$ cat src/rtl/id_operand_stage_pkg.sv
// Shared encodings for the decode/operand stage.
//   src_a_sel_e : operand A source select (register, immediate, input port, zero)
//   src_b_sel_e : operand B source select (register, PC, input port, zero)
package id_operand_stage_pkg;

  typedef enum logic [1:0] {
    SrcAReg    = 2'd0,
    SrcAImm    = 2'd1,
    SrcAInPort = 2'd2,
    SrcAZero   = 2'd3
  } src_a_sel_e;

  typedef enum logic [1:0] {
    SrcBReg    = 2'd0,
    SrcBPc     = 2'd1,
    SrcBInPort = 2'd2,
    SrcBZero   = 2'd3
  } src_b_sel_e;

endpackage

$ cat src/rtl/id_reg_file.sv
// Architectural register file with a stack pointer in the top index.
//   clk_i, reset_i          : clock, async active-high reset
//   raddr_a_i/b_i, rdata_*  : two combinational read ports (out-of-range index reads 0)
//   we_i, waddr_i, wdata_i  : writeback port
//   sp_upd_i                : instruction issues this cycle, apply SP inc/dec
//   sp_inc_i, sp_dec_i      : SP post-increment / pre-decrement request
module id_reg_file #(
  parameter int unsigned     DATA_W   = 8,
  parameter int unsigned     NREG     = 4,
  parameter logic [DATA_W-1:0] SP_RESET = 8'hFF,
  localparam int unsigned    RA_W     = (NREG > 1) ? $clog2(NREG) : 1
) (
  input  logic              clk_i,
  input  logic              reset_i,
  input  logic [RA_W-1:0]   raddr_a_i,
  input  logic [RA_W-1:0]   raddr_b_i,
  output logic [DATA_W-1:0] rdata_a_o,
  output logic [DATA_W-1:0] rdata_b_o,
  input  logic              we_i,
  input  logic [RA_W-1:0]   waddr_i,
  input  logic [DATA_W-1:0] wdata_i,
  input  logic              sp_upd_i,
  input  logic              sp_inc_i,
  input  logic              sp_dec_i
);

  localparam int unsigned       SpIdx = NREG - 1;
  localparam logic [RA_W:0]     NRegW = NREG[RA_W:0];
  localparam logic [DATA_W-1:0] One   = 1;

  logic [DATA_W-1:0] regs_q [NREG];
  logic [DATA_W-1:0] regs_d [NREG];

  assign rdata_a_o = ({1'b0, raddr_a_i} < NRegW) ? regs_q[raddr_a_i] : '0;
  assign rdata_b_o = ({1'b0, raddr_b_i} < NRegW) ? regs_q[raddr_b_i] : '0;

  // The WB write lands first, so an SP adjust builds on a same-cycle WB value of SP.
  always_comb begin
    regs_d = regs_q;
    if (we_i && ({1'b0, waddr_i} < NRegW)) begin
      regs_d[waddr_i] = wdata_i;
    end
    if (sp_upd_i && sp_dec_i && !sp_inc_i) begin
      regs_d[SpIdx] = regs_d[SpIdx] - One;
    end else if (sp_upd_i && sp_inc_i && !sp_dec_i) begin
      regs_d[SpIdx] = regs_d[SpIdx] + One;
    end
  end

  always_ff @(posedge clk_i or posedge reset_i) begin
    if (reset_i) begin
      for (int unsigned i = 0; i < NREG; i++) begin
        regs_q[i] <= (i == SpIdx) ? SP_RESET : '0;
      end
    end else begin
      regs_q <= regs_d;
    end
  end

endmodule

$ cat src/rtl/id_operand_stage.sv
// Decode/operand stage: register read with EX/MEM/WB forwarding, load-use interlock
// and a registered ID/EX output with valid/ready handshake.
//   in_valid_i/in_ready_o    : ID-side handshake (in_ready_o low stalls F/D)
//   rs_*, use_*, src_*_sel_* : operand sources; imm_i/pc_i/in_port_i alternative values
//   rd_*, sp_*, ctrl_in_i    : destination, SP adjust and opaque control carried to EX
//   flush_i                  : kill ID instruction and the output register
//   ex_*, mem_*, wb_*        : downstream producers (wb also writes the register file)
//   out_valid_o/out_ready_i  : EX-side handshake; a_out_o/b_out_o etc. registered outputs
//   stall_count_o            : saturating count of load-use stall cycles
module id_operand_stage
  import id_operand_stage_pkg::*;
#(
  parameter int unsigned       DATA_W   = 8,
  parameter int unsigned       NREG     = 4,
  parameter logic [DATA_W-1:0] SP_RESET = 8'hFF,
  parameter int unsigned       CTRL_W   = 16,
  localparam int unsigned      RA_W     = (NREG > 1) ? $clog2(NREG) : 1
) (
  input  logic              clk_i,
  input  logic              reset_i,
  input  logic              in_valid_i,
  output logic              in_ready_o,
  input  logic [RA_W-1:0]   rs_a_i,
  input  logic [RA_W-1:0]   rs_b_i,
  input  logic              use_a_i,
  input  logic              use_b_i,
  input  logic [1:0]        src_a_sel_i,
  input  logic [1:0]        src_b_sel_i,
  input  logic [DATA_W-1:0] imm_i,
  input  logic [DATA_W-1:0] pc_i,
  input  logic [DATA_W-1:0] in_port_i,
  input  logic [RA_W-1:0]   rd_i,
  input  logic              rd_we_i,
  input  logic              rd_load_i,
  input  logic              sp_inc_i,
  input  logic              sp_dec_i,
  input  logic [CTRL_W-1:0] ctrl_in_i,
  input  logic              flush_i,
  input  logic [RA_W-1:0]   ex_rd_i,
  input  logic              ex_we_i,
  input  logic              ex_load_i,
  input  logic [DATA_W-1:0] ex_result_i,
  input  logic [RA_W-1:0]   mem_rd_i,
  input  logic              mem_we_i,
  input  logic [DATA_W-1:0] mem_result_i,
  input  logic [RA_W-1:0]   wb_rd_i,
  input  logic              wb_we_i,
  input  logic [DATA_W-1:0] wb_data_i,
  output logic              out_valid_o,
  input  logic              out_ready_i,
  output logic [DATA_W-1:0] a_out_o,
  output logic [DATA_W-1:0] b_out_o,
  output logic [RA_W-1:0]   rd_out_o,
  output logic              rd_we_out_o,
  output logic              rd_load_out_o,
  output logic [CTRL_W-1:0] ctrl_out_o,
  output logic [15:0]       stall_count_o
);

  logic [DATA_W-1:0] rf_a, rf_b, fwd_a, fwd_b, a_d, b_d;
  logic              a_is_reg, b_is_reg, hazard, fire;

  logic              valid_q;
  logic [DATA_W-1:0] a_q, b_q;
  logic [RA_W-1:0]   rd_q;
  logic              rd_we_q, rd_load_q;
  logic [CTRL_W-1:0] ctrl_q;
  logic [15:0]       stall_q;

  id_reg_file #(
    .DATA_W   (DATA_W),
    .NREG     (NREG),
    .SP_RESET (SP_RESET)
  ) u_reg_file (
    .clk_i     (clk_i),
    .reset_i   (reset_i),
    .raddr_a_i (rs_a_i),
    .raddr_b_i (rs_b_i),
    .rdata_a_o (rf_a),
    .rdata_b_o (rf_b),
    .we_i      (wb_we_i),
    .waddr_i   (wb_rd_i),
    .wdata_i   (wb_data_i),
    .sp_upd_i  (fire),
    .sp_inc_i  (sp_inc_i),
    .sp_dec_i  (sp_dec_i)
  );

  // Youngest producer wins; a load in EX has no value yet and is handled by the interlock.
  function automatic logic [DATA_W-1:0] fwd(input logic [RA_W-1:0] rs,
                                            input logic [DATA_W-1:0] rf);
    if (ex_we_i && !ex_load_i && ex_rd_i == rs) return ex_result_i;
    if (mem_we_i && mem_rd_i == rs)             return mem_result_i;
    if (wb_we_i && wb_rd_i == rs)               return wb_data_i;
    return rf;
  endfunction

  assign fwd_a = fwd(rs_a_i, rf_a);
  assign fwd_b = fwd(rs_b_i, rf_b);

  assign a_is_reg = (src_a_sel_i == SrcAReg);
  assign b_is_reg = (src_b_sel_i == SrcBReg);

  always_comb begin
    case (src_a_sel_i)
      SrcAReg:    a_d = fwd_a;
      SrcAImm:    a_d = imm_i;
      SrcAInPort: a_d = in_port_i;
      default:    a_d = '0;
    endcase
    case (src_b_sel_i)
      SrcBReg:    b_d = fwd_b;
      SrcBPc:     b_d = pc_i;
      SrcBInPort: b_d = in_port_i;
      default:    b_d = '0;
    endcase
  end

  assign hazard = in_valid_i && ex_we_i && ex_load_i &&
                  ((use_a_i && a_is_reg && ex_rd_i == rs_a_i) ||
                   (use_b_i && b_is_reg && ex_rd_i == rs_b_i));

  // Flush always lets ID advance so the killed instruction leaves the pipe.
  assign in_ready_o = flush_i || (!hazard && (!valid_q || out_ready_i));
  assign fire       = in_valid_i && in_ready_o && !flush_i;

  always_ff @(posedge clk_i or posedge reset_i) begin
    if (reset_i) begin
      valid_q   <= 1'b0;
      a_q       <= '0;
      b_q       <= '0;
      rd_q      <= '0;
      rd_we_q   <= 1'b0;
      rd_load_q <= 1'b0;
      ctrl_q    <= '0;
    end else if (flush_i) begin
      valid_q <= 1'b0;
    end else if (fire) begin
      valid_q   <= 1'b1;
      a_q       <= a_d;
      b_q       <= b_d;
      rd_q      <= rd_i;
      rd_we_q   <= rd_we_i;
      rd_load_q <= rd_load_i;
      ctrl_q    <= ctrl_in_i;
    end else if (out_ready_i) begin
      valid_q <= 1'b0;
    end
  end

  always_ff @(posedge clk_i or posedge reset_i) begin
    if (reset_i) begin
      stall_q <= '0;
    end else if (hazard && !flush_i && stall_q != 16'hFFFF) begin
      stall_q <= stall_q + 16'd1;
    end
  end

  assign out_valid_o   = valid_q;
  assign a_out_o       = a_q;
  assign b_out_o       = b_q;
  assign rd_out_o      = rd_q;
  assign rd_we_out_o   = rd_we_q;
  assign rd_load_out_o = rd_load_q;
  assign ctrl_out_o    = ctrl_q;
  assign stall_count_o = stall_q;

endmodule

$ cat config.mk
export PLATFORM = sky130hd
export DESIGN_NAME = id_operand_stage
export DESIGN_NICKNAME = d
export VERILOG_FILES = /design/src/rtl/id_operand_stage_pkg.sv /design/src/rtl/id_reg_file.sv /design/src/rtl/id_operand_stage.sv
export SDC_FILE = /design/constraint.sdc
export NUM_CORES = 1
export LEC_CHECK = 0
export CORE_ASPECT_RATIO = 0.9
export CORE_MARGIN = 3
export CORE_UTILIZATION = 40
export DETAILED_ROUTE_END_ITERATION = 12
export PLACE_DENSITY = 0.76
export SLEW_MARGIN = 20
export SYNTH_ARGS = -nofsm -noshare
export SYNTH_HDL_FRONTEND = slang
export SYNTH_SLANG_ARGS = --single-unit
$ cat constraint.sdc
create_clock -name clk_i -period 2.4 [get_ports clk_i]
set_clock_uncertainty 0.15 [all_clocks]
set_input_delay 0.24 -clock clk_i [delete_from_list [all_inputs] [get_ports clk_i]]
set_output_delay 0.24 -clock clk_i [all_outputs]
set_load 0.05 [all_outputs]
Yosys cells after proc, flatten, opt, wreduce, memory -nomap -nowiden. Cells that the tools add are included.

Add/sub/neg operators: 3. Magnitude comparators: 4. Equal/unequal tests: 11. Muxes and demuxes: 41. Bitwise logic cells: 4. Reduce and logical (&&, ||, !) cells: 37.

Operator list (count): 8-bit 2-to-1 mux (20); 8-bit case mux with 3 select lines (2); 8-bit binary-select mux with 2-bit select (2); 32-bit bitwise mux (1); 1-bit logical AND (24); 16-bit by 1-bit adder with 16-bit output (second input constant) (1); 8-bit demux with 2-bit select (1); 16-bit inequality test (second input constant) (1); 1-bit 2-to-1 mux (15); 2-bit == test (6); 3-bit >= comparator (second input constant) (3); 2-bit inverter with 3-bit output (3); 8-bit by 1-bit adder with 8-bit output (second input constant) (1); 8-bit by 1-bit subtractor with 8-bit output (second input constant) (1); 1-bit logical NOT (6); 2-bit by 1-bit == test with 1-bit output (second input constant) (2); 2-bit == test (second input constant) (2); 2-bit logical NOT (2); 1-bit logical OR (3); 3-bit by 1-bit less-than comparator with 1-bit output (second input constant) (1); 3-bit nonzero test (1); 2-bit AND reduction (1); 1-bit inverter (1).

Register bits after elaboration: 85. Input port bits: 95. Output and inout port bits: 54. Word-level logic and storage cells: 112.

Longest topological paths before layout. Gate-level depths: netlist of run 1.

Depth in word-level cells: 14. Mapped depth: 11. Depth with buffers taken out: 9.

By module. Synthesis of run 1 repeated with hierarchy kept, for this count alone.

Cell total of the unflattened synthesis: 510. Area total of the unflattened synthesis: 5470.2 sq um.

Modules (own cells, without submodules): id_operand_stage (instances 1, cells an instance 358, area each 3484.6 sq um); id_reg_file (instances 1, cells an instance 152, area each 1985.7 sq um).

Worst setup path after synthesis of run 1. OpenSTA, ideal clock, no wires.

Path type: flip-flop to flip-flop. Start point: register stall_q[3] (netlist: stall_count_o[3]). End point: register stall_q[5] (netlist: stall_count_o[5]). Data arrival time: 1.957 ns. Path slack: 0.148 ns. Cell stages (with the launch flop): 7. Buffers on the path: 0. Period minus slack after synthesis: 2.252 ns. Path through: dfrtp_1 nand2_1 nor4_2 nand3_1 o211ai_2 nor2_1 xor2_1.

Word-level cells in the longest chain between the ends: 2. Elaborated cells between the ends (all ways): 3. Classes of those cells: add/sub: 1; eq/ne: 1; reduce/logical: 1.

RTL lines: from (decl) (line id_operand_stage.sv:68) `logic [15:0] stall_q;`; from (signal assigned) (line id_operand_stage.sv:155) `stall_q <= stall_q + 16'd1;`; branches (longest 2 deep; another with 16-bit by 1-bit adder with 16-bit output).

Several ways; the timed one is not identified. A chain may end at the register's enable or synchronous reset.

Worst setup path in the final report of run 1.
Start point: input rs_b_i[1]. End point: output in_ready_o.

Word-level cells in the longest chain between the ends: 7.

RTL lines: from (decl) (line id_operand_stage.sv:24) `input logic [RA_W-1:0] rs_b_i,`; 2-bit == test (line id_operand_stage.sv:121) `(use_b_i && b_is_reg && ex_rd_i == rs_b_i));`; 1-bit logical AND (line id_operand_stage.sv:121); 1-bit logical OR (line id_operand_stage.sv:120) `((use_a_i && a_is_reg && ex_rd_i == rs_a_i) ||`; 1-bit logical AND (line id_operand_stage.sv:119) `assign hazard = in_valid_i && ex_we_i && ex_load_i &&`; 1-bit logical NOT (line id_operand_stage.sv:124) `assign in_ready_o = flush_i || (!hazard && (!valid_q || out_ready_i));`; 1-bit logical AND (line id_operand_stage.sv:124); 1-bit logical OR (line id_operand_stage.sv:124); to (decl) (line id_operand_stage.sv:22) `output logic in_ready_o,`.

Every way passes these cells.

==> results of run 1 <==
[critical path: cells and delay by family]
kind,cells,cell delay [ps]
buffers and inverters,5,1020
xor gates and xnor gates,1,140
and+or+nand+nor,3,470
[metrics by stage]
step | std cells | hold slack, ps | utilization [%] | setup WS (ps)
after floorplan | 541 | 195 | - | 148
after global placement | 874 | 308 | 57.4 | -151
after detailed placement | 874 | 319 | 57.4 | -223
after CTS | 889 | 254 | 59.8 | 117
after global routing | 889 | 275 | 59.8 | 29.5
final | 889 | 233 | 59.8 | 128
[state kept, by name, indices dropped and copies added, names as in the netlist, 2 cells and up]
name,cells
u_reg_file.regs_q,32
stall_count_o,16
ctrl_out_o,16
b_out_o,8
rd_out_o,2
a_out_o,8
[cells in the mapped netlist (14+ instances only)]
cell type | number | area share, %
a211o_1 | 16 | 2.6
nand2_1 | 102 | 7.1
dfrtp_1 | 77 | 36
nand3_1 | 17 | 1.6
xnor2_1 | 27 | 4.4
a222oi_1 | 14 | 2.6
clkbuf_1 | 14 | 0.97
nor2_1 | 40 | 2.8
inv_1 | 15 | 1.0
a21oi_1 | 17 | 1.6
mux2i_1 | 23 | 4.3
mux2_2 | 33 | 6.9
[layout by cell type, fill, tap and decap left out, drive strengths merged, types with 4 or more instances in the layout]
cell type	count
a211o	16
a21boi	9
a21oi	18
a222oi	14
a311o	9
and3	8
buf	57
clkbuf	13
clkdlybuf4s50	147
dfrtp	77
dfstp	8
inv	14
mux2	33
mux2i	23
mux4	16
nand2	102
nand3	17
nand4	5
nor2	40
nor3	6
nor4	4
o21ai	16
or4	4
xnor2	27
xor2	6
[where the power goes]
group	internal (W)	switching, W	total [W]
Combinational	0.000891	0.00100	0.00190
Sequential	0.00172	0.000230	0.00194
Clock	0.000936	0.000541	0.00148
Total	0.00354	0.00177	0.00532
[layout make-up]
class	instances	area [µm²]	area share (%)
clock inverters	2	60.1	0.777
well taps	164	205	2.65
repair buffers	204	2050	26.5
multi-input cells	405	2970	38.4
flip-flops and latches	85	2140	27.6
inverters	16	63.8	0.825
clock buffers	13	250	3.24
[per-layer routing]
metal	up-vias	routed length, µm
met2	228	7780
met1	2455	6860
li1	2321	-
met5	-	0
met3	40	1650
met4	0	394
[how the worst min path moves through the flow]
stage	cells past startpoint	to	from	slack, ps
floorplan	2	ctrl_out_o[0]$_DFFE_PP0P_	ctrl_in_i[0]	200
global placement	2	ctrl_out_o[11]$_DFFE_PP0P_	ctrl_out_o[11]$_DFFE_PP0P_	310
detailed placement	2	ctrl_out_o[1]$_DFFE_PP0P_	ctrl_out_o[1]$_DFFE_PP0P_	320
CTS	3	ctrl_out_o[3]$_DFFE_PP0P_	reset_i	250
global route	3	rd_load_out_o$_DFFE_PP0P_	rd_load_i	270
finish	3	ctrl_out_o[1]$_DFFE_PP0P_	reset_i	230
[kinds of logic after synthesis]
| logic type | after synthesis | synth area share (%) |
|---|---|---|
| compound gates | 92 | 12.9 |
| xor+xnor | 33 | 5.36 |
| fa+ha+maj | 3 | 0.696 |
| buf+inv | 51 | 5.48 |
| flops | 85 | 39.6 |
| mux | 72 | 18.4 |
| simple gates | 205 | 17.5 |
==> reports/results.ini, run 1 <==
[routing]
first_pass_iters = 8
wirelength_mm = 16.7
drc = 0
drtIter0Drc = 520
wl_per_cell_um = 18.8
vias = 5044
drtAntennaViolNets = 0
viasPerCell = 5.67

[timing]
tightest_slew_ps = 574
report.final.setup_viol = 0
rsz0062_at_grt = no
tns_ps = 0
hold_viol = 0
min_period_over_period_pct = 94.7
max_freq_ghz = 0.440
drv_slew = 0
layout_min_cycle_time_ps = 2270
slew_headroom_pct = 61.6

[global_routing]
grt.total_usage_pct = 22.4
grt_max_degree = 86
grt_util_met1_pct = 28.9
grt-busiest-layer = met2
grt_antenna_before_repair = 1
grt_pass1_vias = 5135
use_met3_pct = 8.09
grt_pass1_wl_mm = 26.5
global_route.usage.met2_pct = 36.2
overflow = 0

[power_and_ir_drop]
power_leakage_nw = 3.36
power.density_nw_per_um2 = 688
ir_worst_vdd_mv = 0.454
total_power_w = 0.00532

[worst_setup_path]
endpoint = in_ready_o
crit_top_cell = buf_4
r2r_end = u_reg_file.regs_q[7]$_DFF_PP1_
crit_start = rs_b_i[1]
cp_cell_sequence = clkdlybuf4s50_1 -> buf_4 -> xnor2_1 -> buf_4 -> nand4_1 -> nand2_1 -> buf_4 -> nor2_1 -> buf_12
path_max_fanout = 4
rr_startpoint = u_reg_file.regs_q[2]$_DFF_PP1_
critPathLaunchType = input port
crit_path_end_kind = output port
required_ps = 2010
arrival_ps = 1880
max_stage_delay_ps = 390
critPathKind = input port to output port
rrSetupSlack_ps = 410
worstRegToRegCells = 6
slowest_stage = clkdlybuf4s50_1

[clock_tree]
clk_latency_ps = 340
cts_sinks = 85
cts_buffers = 9
cts.repair.resized = 0
post_cts_buffers = 0
cts_tree = done
htreeDepth = 3
clk_pin_slew_worst_paths_ps = 60
clock_path_buffers = 2
root_buffer = clkbuf_16
hold_buffers = 0

[yosys]
synth_nets = 639
ys_types = 55
ys_seq_area_share_pct = 39.6
postSynthCellCount = 541
synth_ff_type = dfrtp_1
ys_async_sr_fraction_pct = 100
yosysWarnings = 0
avgSynthCellArea_um2 = 9.97
ys_seq_elements = 85
mappedNetlistArea_um2 = 5390
synth-edff-count = 0

[placed_design]
routabilityCongestion = 0.901
placed_cell_area_um2 = 7420
dp_hpwl_mm = 12.9
portBuffers = 148

[floorplan]
die_w_um = 128
design.die.area_um2 = 14900
io_pins = 149
core-area_um2 = 12900
row_count = 39
chipHeight_um = 116
start_util_pct = 41.7

[cells_and_area]
final_nets = 819
syn_to_final_growth_pct = 43.4
layout-drive-gt1-share_pct = 17.4
design_area_um2 = 7730
n_fill_cell = 1042
num_antenna_cells = 0

[status]
status = finished clean

[run]
maxCapViolations = 0

[hold_path]
hp-class = input port to async pin

No activity file was read; power rests on OpenSTA's default activity.
==> run 2: changes to the inputs <==
--- a/config.mk
+++ b/config.mk
@@ -5,11 +5,12 @@
 export SDC_FILE = /design/constraint.sdc
 export NUM_CORES = 1
 export LEC_CHECK = 0
+export CAP_MARGIN = 10
 export CORE_ASPECT_RATIO = 0.9
 export CORE_MARGIN = 3
 export CORE_UTILIZATION = 40
 export DETAILED_ROUTE_END_ITERATION = 12
-export PLACE_DENSITY = 0.76
+export PLACE_DENSITY = 0.73
 export SLEW_MARGIN = 20
 export SYNTH_ARGS = -nofsm -noshare
 export SYNTH_HDL_FRONTEND = slang
==> constraint.sdc (replaced) <==
create_clock -name clk_i -period 2.35 [get_ports clk_i]
set_clock_uncertainty 0.15 [all_clocks]
set_input_delay 0.235 -clock clk_i [delete_from_list [all_inputs] [get_ports clk_i]]
set_output_delay 0.235 -clock clk_i [all_outputs]
set_load 0.05 [all_outputs]
==> run 2 against run 1 <==
Effect of this change:
- combinational power rose by 2%
- critical path depth fell by 1
- via count barely moved
- non-clock buffer count fell by 3
- final area barely moved
- first-iteration DRC count fell by 8.8%
- setup slack improved by 23 ps
==> reports/results.ini, run 2 (synthesis gave the netlist of run 1 again) <==
[status]
status = finished clean

[power_and_ir_drop]
swShare_pct = 33.8
power_frac_clock_pct = 27.4
total_power_w = 0.00540
seqPwrFrac_pct = 36.7
comb_power_share_pct = 35.9
power_leakage_nw = 3.35
switching_power_w = 0.00182
internal-power_w = 0.00357
power.density_nw_per_um2 = 697
ir_worst_vdd_mv = 0.460

[global_routing]
overflow = 0
grt.total_usage_pct = 22.6
grt_antenna_before_repair = 0
grt_max_degree = 86
grt_pass1_wl_mm = 26.5
grt_pass1_vias = 5128

[worst_setup_path]
critical_path_buf_inv_count = 4
arrival_ps = 1810
cp_top_family = buffers and inverters
max_stage_delay_ps = 540
cp_cell_sequence = clkdlybuf4s50_1 -> buf_12 -> xnor2_1 -> nand4_1 -> nand2_1 -> buf_4 -> nor2_2 -> buf_12
crit_top_cell = buf_12
slowest_stage = clkdlybuf4s50_1
path_max_fanout = 10
critPathKind = input port to output port
crit_path_end_kind = output port
required_ps = 1970
critPathLaunchType = input port

[floorplan]
chipHeight_um = 116
design.die.area_um2 = 14900
core-area_um2 = 12900
io_pins = 149
start_util_pct = 41.7
row_count = 39
die_w_um = 128

[cells_and_area]
final_cell_mix = clkdlybuf4s50_1, nand2_1, dfrtp_1
syn_to_final_growth_pct = 43.5
num_antenna_cells = 0
regMostFlops = u_reg_file.regs_q
final_common_cell = clkdlybuf4s50_1
largest_register_ffs = 32
layout-drive-gt1-share_pct = 17.8
final_nets = 816

[clock_tree]
htreeDepth = 3
cts_tree = done
root_buffer = clkbuf_16
cts_buffers = 9
clk_latency_ps = 340
hold_buffers = 0
clk_pin_slew_worst_paths_ps = 60
cts_sinks = 85
clock_path_buffers = 2

[routing]
first_pass_iters = 8
drtIter0Drc = 474
viasPerCell = 5.69
wirelength_mm = 16.8
wl_per_cell_um = 19.0
vias = 5049
drtAntennaViolNets = 0
drc = 0

[placed_design]
portBuffers = 148
dp_slack_ps = -188
routabilityCongestion = 0.872
dp_hpwl_mm = 12.9

[timing]
rsz0062_at_grt = no
max_freq_ghz = 0.455
layout_min_cycle_time_ps = 2200
min_period_over_period_pct = 93.6
tightest_slew_ps = 582
drv_slew = 0
fin_ws_ps = 150
hold_viol = 0
slew_headroom_pct = 61.1
report.final.setup_viol = 0

[run]
maxCapViolations = 0

[hold_path]
hp-class = input port to async pin

==> run 2: cell type report <==
type	instances	area, µm²
Fill cell	1047	5190
Inverter	16	63.8
Sequential cell	85	2140
Clock buffer	13	270
Tap cell	164	205
Clock inverter	3	42.5
Timing Repair Buffer	201	2040
Multi-Input combinational cell	405	2980
==> run 2: timing repair <==
| item | in CTS | in global routing |
|---|---|---|
| endpoints found under the setup margin | 0 | 4 |
| buffers inserted | 0 | 0 |
| resized for setup | 0 | 3 |
==> run 2: metrics by stage <==
step,std cells,hold WS (ps),setup TNS (ps),area (µm²),utilization [%]
final,887,229,0,7740,59.8
after global routing,887,275,0,7740,59.8
after CTS,887,239,0,7720,59.7
after detailed placement,871,311,-3550,7410,57.3
after global placement,871,308,-2880,7410,57.3
after floorplan,541,190,0,5400,-
==> run 2: tightest hold or removal path, stage by stage <==
cell,delay (ps)
clkdlybuf4s50_1,440
clkinvlp_4,90
buf_12,360
==> run 2: worst paths after layout <==
check / startpoint / endpoint / slack [ps] / cells after the start
min in group clk_i: ctrl_in_i[6] / ctrl_out_o[6]$_DFFE_PP0P_ / 270 / 3
max in group asynchronous: reset_i / u_reg_file.regs_q[5]$_DFF_PP1_ / 1470 / 3
max reg2reg: stall_count_o[3]$_DFFE_PP0P_ / stall_count_o[5]$_DFFE_PP0P_ / 300 / 7
max: rs_b_i[0] / in_ready_o / 150 / 8
min reg2reg: ctrl_out_o[0]$_DFFE_PP0P_ / ctrl_out_o[0]$_DFFE_PP0P_ / 320 / 2
min: reset_i / u_reg_file.regs_q[9]$_DFFE_PP0P_ / 230 / 3
==> run 2: power by group through the flow <==
stage	clock network (W)	logic (W)	registers [W]
after floorplan	0	0.000803	0.00234
final	0.00148	0.00194	0.00198
after global routing	0.00156	0.00206	0.00201
after CTS	0.00151	0.00194	0.00197
after global placement	0	0.00190	0.00198
after detailed placement	0	0.00194	0.00199
==> run 2: layer usage <==
layer | vias to the layer above | track usage [%] | share of wire, %
met3 | 27 | 6.13 | 9.6
met4 | 0 | 7.36 | 1.9
li1 | 2319 | - | -
met5 | - | 0 | 0
met2 | 261 | 36.7 | 46
met1 | 2442 | 29.7 | 42
